==> src/rtl/cpu_pkg.sv <==
// Shared types and helpers for the 65C02-compatible cpu and its fetch stage.
package cpu_pkg;

  // Byte address of the reset vector low byte; the high byte follows it.
  localparam logic [31:0] RESET_VECTOR_DEFAULT = 32'h0000_FFFC;

  localparam int ADDR_W = 32;
  localparam int BYTE_W = 8;
  localparam int IR_W   = 32;

  // Operand size of an operation.
  typedef enum logic [0:0] {
    DW_8,
    DW_16
  } DataWidth;

  // Addressing modes of the enhanced 65C02 instruction set.
  typedef enum logic [3:0] {
    AM_IMP,
    AM_ACC,
    AM_IMM,
    AM_ZP,
    AM_ZPX,
    AM_ZPY,
    AM_ZPI,
    AM_ABS,
    AM_ABSX,
    AM_ABSY,
    AM_IND,
    AM_INDX,
    AM_INDY,
    AM_ABSXI,
    AM_REL,
    AM_ZPREL
  } AddressMode;

  // Operations decoded from the opcode.
  typedef enum logic [6:0] {
    OP_ADC, OP_AND, OP_ASL, OP_BBR, OP_BBS, OP_BCC, OP_BCS, OP_BEQ,
    OP_BIT, OP_BMI, OP_BNE, OP_BPL, OP_BRA, OP_BRK, OP_BVC, OP_BVS,
    OP_CLC, OP_CLD, OP_CLI, OP_CLV, OP_CMP, OP_CPX, OP_CPY, OP_DEC,
    OP_DEX, OP_DEY, OP_EOR, OP_INC, OP_INX, OP_INY, OP_JMP, OP_JSR,
    OP_LDA, OP_LDX, OP_LDY, OP_LSR, OP_NOP, OP_ORA, OP_PHA, OP_PHP,
    OP_PHX, OP_PHY, OP_PLA, OP_PLP, OP_PLX, OP_PLY, OP_RMB, OP_ROL,
    OP_ROR, OP_RTI, OP_RTS, OP_SBC, OP_SEC, OP_SED, OP_SEI, OP_SMB,
    OP_STA, OP_STP, OP_STX, OP_STY, OP_STZ, OP_TAX, OP_TAY, OP_TRB,
    OP_TSB, OP_TSX, OP_TXA, OP_TXS, OP_TYA, OP_WAI
  } Operation;

  // Fetch stage sequencing.
  typedef enum logic [2:0] {
    FS_BOOT,
    FS_VEC_LO,
    FS_VEC_HI,
    FS_OPCODE,
    FS_OPND1,
    FS_OPND2,
    FS_HOLD
  } FetchState;

  // Instruction length in bytes (1..3), decided by the opcode alone.
  function automatic logic [1:0] op_length(input logic [7:0] opcode);
    logic [1:0] len;
    len = 2'd2;
    case (opcode[3:0])
      4'h0: begin
        if (opcode == 8'h20)
          len = 2'd3;                                  // JSR abs
        else if (opcode == 8'h40 || opcode == 8'h60)
          len = 2'd1;                                  // RTI, RTS
        else
          len = 2'd2;                                  // BRK, branches, immediates
      end
      4'h1, 4'h2, 4'h4, 4'h5, 4'h6, 4'h7: len = 2'd2;
      4'h3, 4'h8, 4'hA, 4'hB:             len = 2'd1;
      4'h9:                               len = opcode[4] ? 2'd3 : 2'd2;  // abs,Y vs immediate
      4'hC, 4'hD, 4'hE, 4'hF:             len = 2'd3;  // xF is BBR/BBS zp,rel
      default:                            len = 2'd2;
    endcase
    return len;
  endfunction

endpackage

==> src/rtl/cpu_fetch.sv <==
// Instruction fetch stage: reads the reset vector, then fetches opcode and
// operand bytes over a byte-wide read port and hands a packed 32-bit word to
// decode with a valid/ready handshake. Execute can redirect fetch at any time
// after boot.
module cpu_fetch
  import cpu_pkg::*;
#(
  parameter logic [31:0] RESET_VECTOR = RESET_VECTOR_DEFAULT
) (
  input  logic        i_clk,
  input  logic        i_rst,
  output logic        o_mem_req,
  output logic [31:0] o_mem_addr,
  input  logic        i_mem_ack,
  input  logic [7:0]  i_mem_data,
  output logic        o_ir_valid,
  output logic [31:0] o_ir,
  output logic [31:0] o_ir_pc,
  output logic [1:0]  o_ir_len,
  input  logic        i_ir_ready,
  input  logic        i_redirect,
  input  logic [31:0] i_redirect_pc
);

  FetchState   state;
  logic [31:0] pc;
  logic [7:0]  vec_lo;
  logic        ir_valid;
  logic [31:0] ir;
  logic [31:0] ir_pc;
  logic [1:0]  ir_len;

  logic        mem_xfer;
  logic        ir_xfer;
  logic        redirect_act;
  logic [1:0]  opcode_len;

  // Request is raised only in the reading states; the address comes from the
  // vector location during boot and from the PC afterwards.
  always_comb begin
    o_mem_req  = 1'b0;
    o_mem_addr = pc;
    case (state)
      FS_VEC_LO: begin
        o_mem_req  = 1'b1;
        o_mem_addr = RESET_VECTOR;
      end
      FS_VEC_HI: begin
        o_mem_req  = 1'b1;
        o_mem_addr = RESET_VECTOR + 32'd1;
      end
      FS_OPCODE, FS_OPND1, FS_OPND2: begin
        o_mem_req  = 1'b1;
        o_mem_addr = pc;
      end
      default: begin
        o_mem_req  = 1'b0;
        o_mem_addr = pc;
      end
    endcase
  end

  assign mem_xfer     = o_mem_req & i_mem_ack;
  assign ir_xfer      = ir_valid & i_ir_ready;
  // Redirects are meaningless before the vector has been read.
  assign redirect_act = i_redirect &
                        ((state == FS_OPCODE) || (state == FS_OPND1) ||
                         (state == FS_OPND2)  || (state == FS_HOLD));
  assign opcode_len   = op_length(i_mem_data);

  // Low vector byte is only a staging value for the PC load; no reset needed.
  always_ff @(posedge i_clk) begin
    if (state == FS_VEC_LO && mem_xfer)
      vec_lo <= i_mem_data;
  end

  // Fetch sequencer: reset beats redirect, redirect beats acks and handshakes.
  always_ff @(posedge i_clk) begin
    if (i_rst) begin
      state    <= FS_BOOT;
      pc       <= 32'h0;
      ir_valid <= 1'b0;
      ir       <= 32'h0;
      ir_pc    <= 32'h0;
      ir_len   <= 2'd0;
    end else if (redirect_act) begin
      // Any in-flight ack is dropped and a handshake this cycle still consumes.
      state    <= FS_OPCODE;
      pc       <= i_redirect_pc;
      ir_valid <= 1'b0;
    end else begin
      case (state)
        FS_BOOT: begin
          state <= FS_VEC_LO;
        end
        FS_VEC_LO: begin
          if (mem_xfer)
            state <= FS_VEC_HI;
        end
        FS_VEC_HI: begin
          if (mem_xfer) begin
            pc    <= {16'h0, i_mem_data, vec_lo};
            state <= FS_OPCODE;
          end
        end
        FS_OPCODE: begin
          if (mem_xfer) begin
            // Unfetched operand bytes must read back as zero.
            ir     <= {24'h0, i_mem_data};
            ir_pc  <= pc;
            ir_len <= opcode_len;
            pc     <= pc + 32'd1;
            if (opcode_len == 2'd1) begin
              ir_valid <= 1'b1;
              state    <= FS_HOLD;
            end else begin
              state <= FS_OPND1;
            end
          end
        end
        FS_OPND1: begin
          if (mem_xfer) begin
            ir[15:8] <= i_mem_data;
            pc       <= pc + 32'd1;
            if (ir_len == 2'd2) begin
              ir_valid <= 1'b1;
              state    <= FS_HOLD;
            end else begin
              state <= FS_OPND2;
            end
          end
        end
        FS_OPND2: begin
          if (mem_xfer) begin
            ir[23:16] <= i_mem_data;
            pc        <= pc + 32'd1;
            ir_valid  <= 1'b1;
            state     <= FS_HOLD;
          end
        end
        FS_HOLD: begin
          // No prefetch: the next opcode is requested only after decode takes this word.
          if (ir_xfer) begin
            ir_valid <= 1'b0;
            state    <= FS_OPCODE;
          end
        end
        default: begin
          state <= FS_BOOT;
        end
      endcase
    end
  end

  assign o_ir_valid = ir_valid;
  assign o_ir       = ir;
  assign o_ir_pc    = ir_pc;
  assign o_ir_len   = ir_len;

endmodule

==> config.mk <==
export PLATFORM = sky130hd
export DESIGN_NAME = cpu_fetch
export DESIGN_NICKNAME = d
export VERILOG_FILES = /design/src/rtl/cpu_pkg.sv /design/src/rtl/cpu_fetch.sv
export SDC_FILE = /design/constraint.sdc
export NUM_CORES = 1
export LEC_CHECK = 0
export ABC_CLOCK_PERIOD_IN_PS = 1900
export CORE_ASPECT_RATIO = 1.1
export CORE_MARGIN = 4
export CORE_UTILIZATION = 44
export DETAILED_ROUTE_END_ITERATION = 7
export GPL_ROUTABILITY_DRIVEN = 0
export PLACE_DENSITY = 0.77
export SETUP_SLACK_MARGIN = 0.3
export SYNTH_ARGS = -nofsm -noshare
export SYNTH_HDL_FRONTEND = slang
export SYNTH_SLANG_ARGS = --single-unit
==> constraint.sdc <==
create_clock -name i_clk -period 1.9 [get_ports i_clk]
set_clock_uncertainty 0.05 [all_clocks]
set_input_delay 0.19 -clock i_clk [delete_from_list [all_inputs] [get_ports i_clk]]
set_output_delay 0.19 -clock i_clk [all_outputs]
set_load 0.02 [all_outputs]
Word level (Yosys, flattened, before mapping)
Index checks and enable logic that the tools add are counted.
Word-level totals
  logic and storage cells: 111
  bits in registers: 102
  bits of input ports: 45
  output and inout bits: 100
Operators by class
  $add $sub $neg: 1
  bitwise logic cells: 4
  muxes and demuxes: 31
  equal/unequal tests: 41
  reduce and logical (&&, ||, !) cells: 24
Operator list (number)
  32-bit one-hot mux with 2 select lines: 2
  32-bit two-way mux: 3
  32-bit by 1-bit adder with 32-bit output, second input constant: 1
  4-bit == test, second input constant: 8
  8-bit one-hot mux with 2 select lines: 2
  24-bit two-way mux: 1
  3-bit one-hot mux with 7 select lines: 1
  3-bit two-way mux: 6
  3-bit inequality test, second input constant: 6
  4-bit by 3-bit == test with 1-bit output, second input constant: 4
  8-bit by 7-bit == test with 1-bit output, second input constant: 2
  2-bit inequality test, second input constant: 6
  6-bit AND reduction: 2
  2-bit two-way mux: 5
  2-bit one-hot mux with 5 select lines: 1
  3-bit == test, second input constant: 3
  4-bit by 2-bit == test with 1-bit output, second input constant: 2
  8-bit by 6-bit == test with 1-bit output, second input constant: 1
  1-bit two-way mux: 8
  8-bit two-way mux: 1
  4-bit AND reduction: 2
  4-bit OR reduction: 2
  7-bit AND reduction: 1
  3-bit by 2-bit == test with 1-bit output, second input constant: 2
  21 further kinds: 29

Depth between registers and ports, before layout
  word-level depth: 10
  depth in mapped cells: 8
  gate-level depth less buffers: 6

Worst setup path before layout
OpenSTA, ideal clock, no wires.
  path kind: register to register
  start point: reg state[0]
  end point: reg vec_lo[0], enable pin
  data required time: 1.467 ns
  data arrival time: 1.623 ns
  cell stages (with the launch flop): 6
  setup time: 0.383 ns
  path buffers: 3
  path slack: -0.156 ns
  cell sequence: dfxtp_1 -> buf_2 -> buf_2 -> clkbuf_1 -> nand2_1 -> nor3_1
Between the ends
  longest elaborated chain between the ends: 5
RTL lines
  start: declaration: line cpu_fetch.sv:25  | FetchState state;
  start signal: assignment: line cpu_fetch.sv:80  | state <= FS_BOOT;
  start signal: assignment: line cpu_fetch.sv:88  | state <= FS_OPCODE;
  start signal: assignment: line cpu_fetch.sv:94  | state <= FS_VEC_LO;
  3-bit by 2-bit == test with 1-bit output (tied with other cells): line cpu_fetch.sv:43  | case (state)
  5-bit OR reduction (no line)
  1-bit two-way mux: line cpu_fetch.sv:43
  1-bit AND: line cpu_fetch.sv:63  | assign mem_xfer = o_mem_req & i_mem_ack;
  1-bit logical AND (*): line cpu_fetch.sv:73  | if (state == FS_VEC_LO && mem_xfer)
  end signal: assignment: line cpu_fetch.sv:74  | vec_lo <= i_mem_data;
  end: declaration: line cpu_fetch.sv:27  | logic [7:0] vec_lo;
Mark *: on every way between the ends. The rest lies on a longest branch, timed or not.
A chain may end at the register's enable or synchronous reset.

Worst setup path in the final report
  start point: reg pc[7]
  end point: reg pc[13]
Between the ends
  longest elaborated chain between the ends: 4
RTL lines
  start: declaration: line cpu_fetch.sv:26  | logic [31:0] pc;
  start signal: assignment: line cpu_fetch.sv:89  | pc <= i_redirect_pc;
  start signal: assignment: line cpu_fetch.sv:102  | pc <= {16'h0, i_mem_data, vec_lo};
  start signal: assignment: line cpu_fetch.sv:112  | pc <= pc + 32'd1;
  32-bit by 1-bit adder with 32-bit output: line cpu_fetch.sv:112, cpu_fetch.sv:124, cpu_fetch.sv:136
  32-bit two-way mux: line cpu_fetch.sv:107, cpu_fetch.sv:122, cpu_fetch.sv:134
  32-bit one-hot mux with 2 select lines: line cpu_fetch.sv:92  | case (state)
  32-bit two-way mux: line cpu_fetch.sv:86  | end else if (redirect_act) begin
Every way passes these cells. The select of a mux whose other input is x is not followed.

==> impl_metrics.py <==
metrics = {
    "synth": {
        "ys_warn_count": 0,
        "synthCells": 661,
        "synthXorXnorAreaFrac": 0.0419,
        "yosysTopAreaCellShare": 0.360,
        "yosys_register_bits": 102,
        "ys_types": 61,
        "synthArstFlopShare": 0,
        "ys_top_cells_by_area": "dfxtp_1 36%, nand2_1 7.6%, a21oi_1 6.5%",
        "syn_area_per_cell_um2": 7.91,
        "yosys.area_share.simple": 0.262,
        "synth-adder-area-share": 0.00239,
        "synth_compound_area_frac": 0.221,
        "synth.area.mux_share": 0.00191,
        "yosysTopAreaCell": "dfxtp_1",
        "yosysSeqAreaShare": 0.406,
        "synthesis.area_um2": 5230,
        "synth_top_family_by_area": "simple AND/OR/NAND/NOR gates",
        "synth.most_common_cell": "nand2_1",
        "yosys-top-cells-count": "106 x nand2_1, 94 x dfxtp_1, 68 x a21oi_1",
        "synthFlopType": "dfxtp_1",
        "synth-edff-count": 8,
    },
    "detailed_routing": {
        "first_iter_violations": 901,
        "viasPerCell": 6.58,
        "routed_wl_um": 27100,
        "vias": 6903,
        "ant_nets": 0,
        "dr.pass1.iters": 8,
        "wl_per_cell_um": 25.8,
        "route.detailed.drc": 0,
    },
    "clock_tree": {
        "cts_buffers": 9,
        "cts.sinks": 102,
        "cts_root_buffer": "clkbuf_16",
        "clkLatencyLatePin_ns": 0.36,
        "holdBufCountCts": 0,
        "h-tree-depth": 3,
        "cts.path.max_buffers": 2,
        "clk_pin_slew_ns": 0.07,
        "cts_tree": "yes",
    },
    "critical_path": {
        "endpoint": "pc[13]",
        "path_max_fanout": 6,
        "crit_start": "pc[7]",
        "crit_arrival_ns": 2.62,
        "r2r-start": "pc[7]",
        "rr_endpoint": "pc[13]",
        "end_kind": "register",
        "required_ns": 2.08,
        "r2r_setup_slack_ns": -0.55,
        "r2r_cells": 6,
        "path_class": "reg -> reg",
        "crit_path_start_kind": "register",
    },
    "placed_design": {
        "dpl.hpwl_um": 12500,
        "port_buffers": 136,
        "dp_cells": 969,
        "dpl-instance-area_um2": 7230,
    },
    "power": {
        "p_comb_frac": 0.591,
        "clock_power_share": 0.162,
        "pwr_density_cell_nw_per_um2": 1280,
        "switching_share": 0.422,
        "power_frac_seq": 0.247,
        "finalPower_mw": 12.2,
        "p_sw_mw": 5.14,
        "ir_worst_vdd_uv": 1010,
        "p_leak_nw": 4.06,
        "p_int_mw": 7.03,
    },
    "finish": {
        "synthToLayoutAreaGrowth_pct": 82.1,
        "num_antenna_cells": 0,
        "post-route-util": 0.825,
        "finalNetCount": 940,
        "drive_gt1_frac": 0.443,
        "design_area_um2": 9520,
        "fillers": 585,
        "final_cells": 1049,
    },
    "run_status": {
        "violations": "negative setup slack",
        "status": "finished, violations left",
    },
    "sta": {
        "hold_viol": 0,
        "tightest_slew_ns": 1.10,
        "period_minus_slack_ns": 2.45,
        "fin_crit_sh": 1.29,
        "setup_violations": 22,
        "fin_ws_ns": -0.547,
        "slew_headroom": 0.262,
        "slew_violations": 0,
        "grt_setup_unrepaired": "yes",
        "fin_tns_setup_ns": -1.51,
        "clock.fmax_mhz": 409,
    },
    "floorplan": {
        "rows": 41,
        "start_util": 0.453,
        "core_region_area_um2": 11500,
        "pin_count": 145,
        "die_w_um": 112,
        "dieArea_um2": 13700,
        "die_y_um": 122,
    },
    "global_routing": {
        "grt_usage": 0.282,
        "antenna_found_initial": 0,
        "grt_max_degree": 42,
        "grt_pass1_wl_um": 31000,
        "grt_overflow": 0,
        "first_global_vias": 5918,
    },
    "min_path": {
        "worstHoldPathType": "in -> reg",
    },
    "flow_run": {
        "drv_cap": 0,
    },
}
[cell usage in the layout (no fill, tap or decap), drive strengths merged, types with 4 or more instances in the layout]
cell type      Yosys  final
a211oi            13     13
a21o               5      5
a21oi             68     68
a22oi             18     18
buf               34    163
clkbuf            26     19
clkdlybuf4s50      0     86
conb               1      8
dfxtp             94     94
dlymetal6s2s       0     13
edfxtp             8      8
inv               12     12
nand2            106    106
nand2b             6      6
nand3             14     14
nand4             17     17
nor2              56     58
nor2b             22     22
nor3              17     17
nor4               8      8
o211ai             5      5
o21ai             39     39
o22ai              7      7
or2               13     13
or3                4      4
xnor2              8      8
xor2              17     17
[worst min path at each step]
stage / cells after the start / endpoint / slack, ns / from
2_1_floorplan: 0 / vec_lo[0] / 0.24 / i_mem_data[0]
3_3_place_gp: 2 / o_ir_pc[22] / 0.39 / pc[22]
3_5_place_dp: 2 / o_ir_pc[22] / 0.39 / pc[22]
4_1_cts: 2 / pc[14] / 0.09 / i_rst
5_1_grt: 2 / pc[14] / 0.12 / i_rst
6_report: 2 / pc[14] / 0.12 / i_rst
[metal layers]
layer / vias up / global-route usage / part of all wire / wire length (µm)
li1: 2780 / - / - / -
met1: 3241 / 0.327 / 0.34 / 9200
met2: 666 / 0.499 / 0.47 / 12700
met3: 216 / 0.0705 / 0.11 / 2980
met4: 0 / 0.114 / 0.079 / 2150
met5: - / 0 / 0 / 0
[area by class of cell]
cell class,instances,area (µm²),share of cell area
inverter,12,57.6,0.00604
multi-input combinational,496,3910,0.410
timing repair buffer,273,2910,0.306
clock inverter,4,56.3,0.00591
clock buffer,12,246,0.0259
tap,150,188,0.0197
sequential,102,2160,0.226
[flip-flops by register name (all words and copies together), names as in the netlist]
signal	flops
state	3
vec_lo	8
o_ir_len	2
o_ir_valid	1
pc	32
o_ir	24
o_ir_pc	32
[stage by stage]
stage | setup slack, ns | hold slack, ns
floorplan | 0.185 | 0.239
global placement | -0.387 | 0.389
detailed placement | -0.471 | 0.392
CTS | 0.0447 | 0.0949
global route | -0.486 | 0.116
finish | -0.547 | 0.124
[timing repair]
item / 4_1_cts / 5_1_grt
cloned: 6 / 9
setup buffers: 25 / 24
resized for setup: 289 / 255
pin swaps: 17 / 81
setup endpoints to repair: 127 / 135
[power groups by stage]
stage	Sequential [mW]	Clock [mW]	Combinational, mW
6_report	3.01	1.97	7.19
3_5_place_dp	2.85	0	4.25
2_1_floorplan	2.79	0	2.56
4_1_cts	2.86	1.92	5.63
5_1_grt	3.02	2.06	7.39
3_3_place_gp	2.84	0	4.14
[logic make-up (layout without fill, tap and decap cells)]
logic type               after synthesis  count (layout)
adder cells (fa/ha/maj)                1               1
multiplexers                           1               1
buffers and inverters                 72             301
AND/OR/NAND/NOR                      275             277
flip-flops                           102             102
other                                  1               8
AO/OA/AOI/OAI                        184             184
XOR/XNOR                              25              25
[worst max-delay path: stages, from the launching register on]
cell and delay [ns]:
dfxtp_4 0.41, nand4_4 0.11, buf_4 0.20, nor4_1 0.89, xnor2_1 0.22, o211ai_1 0.31
a211oi_1 0.12
Power figures use the tool's default switching activity.
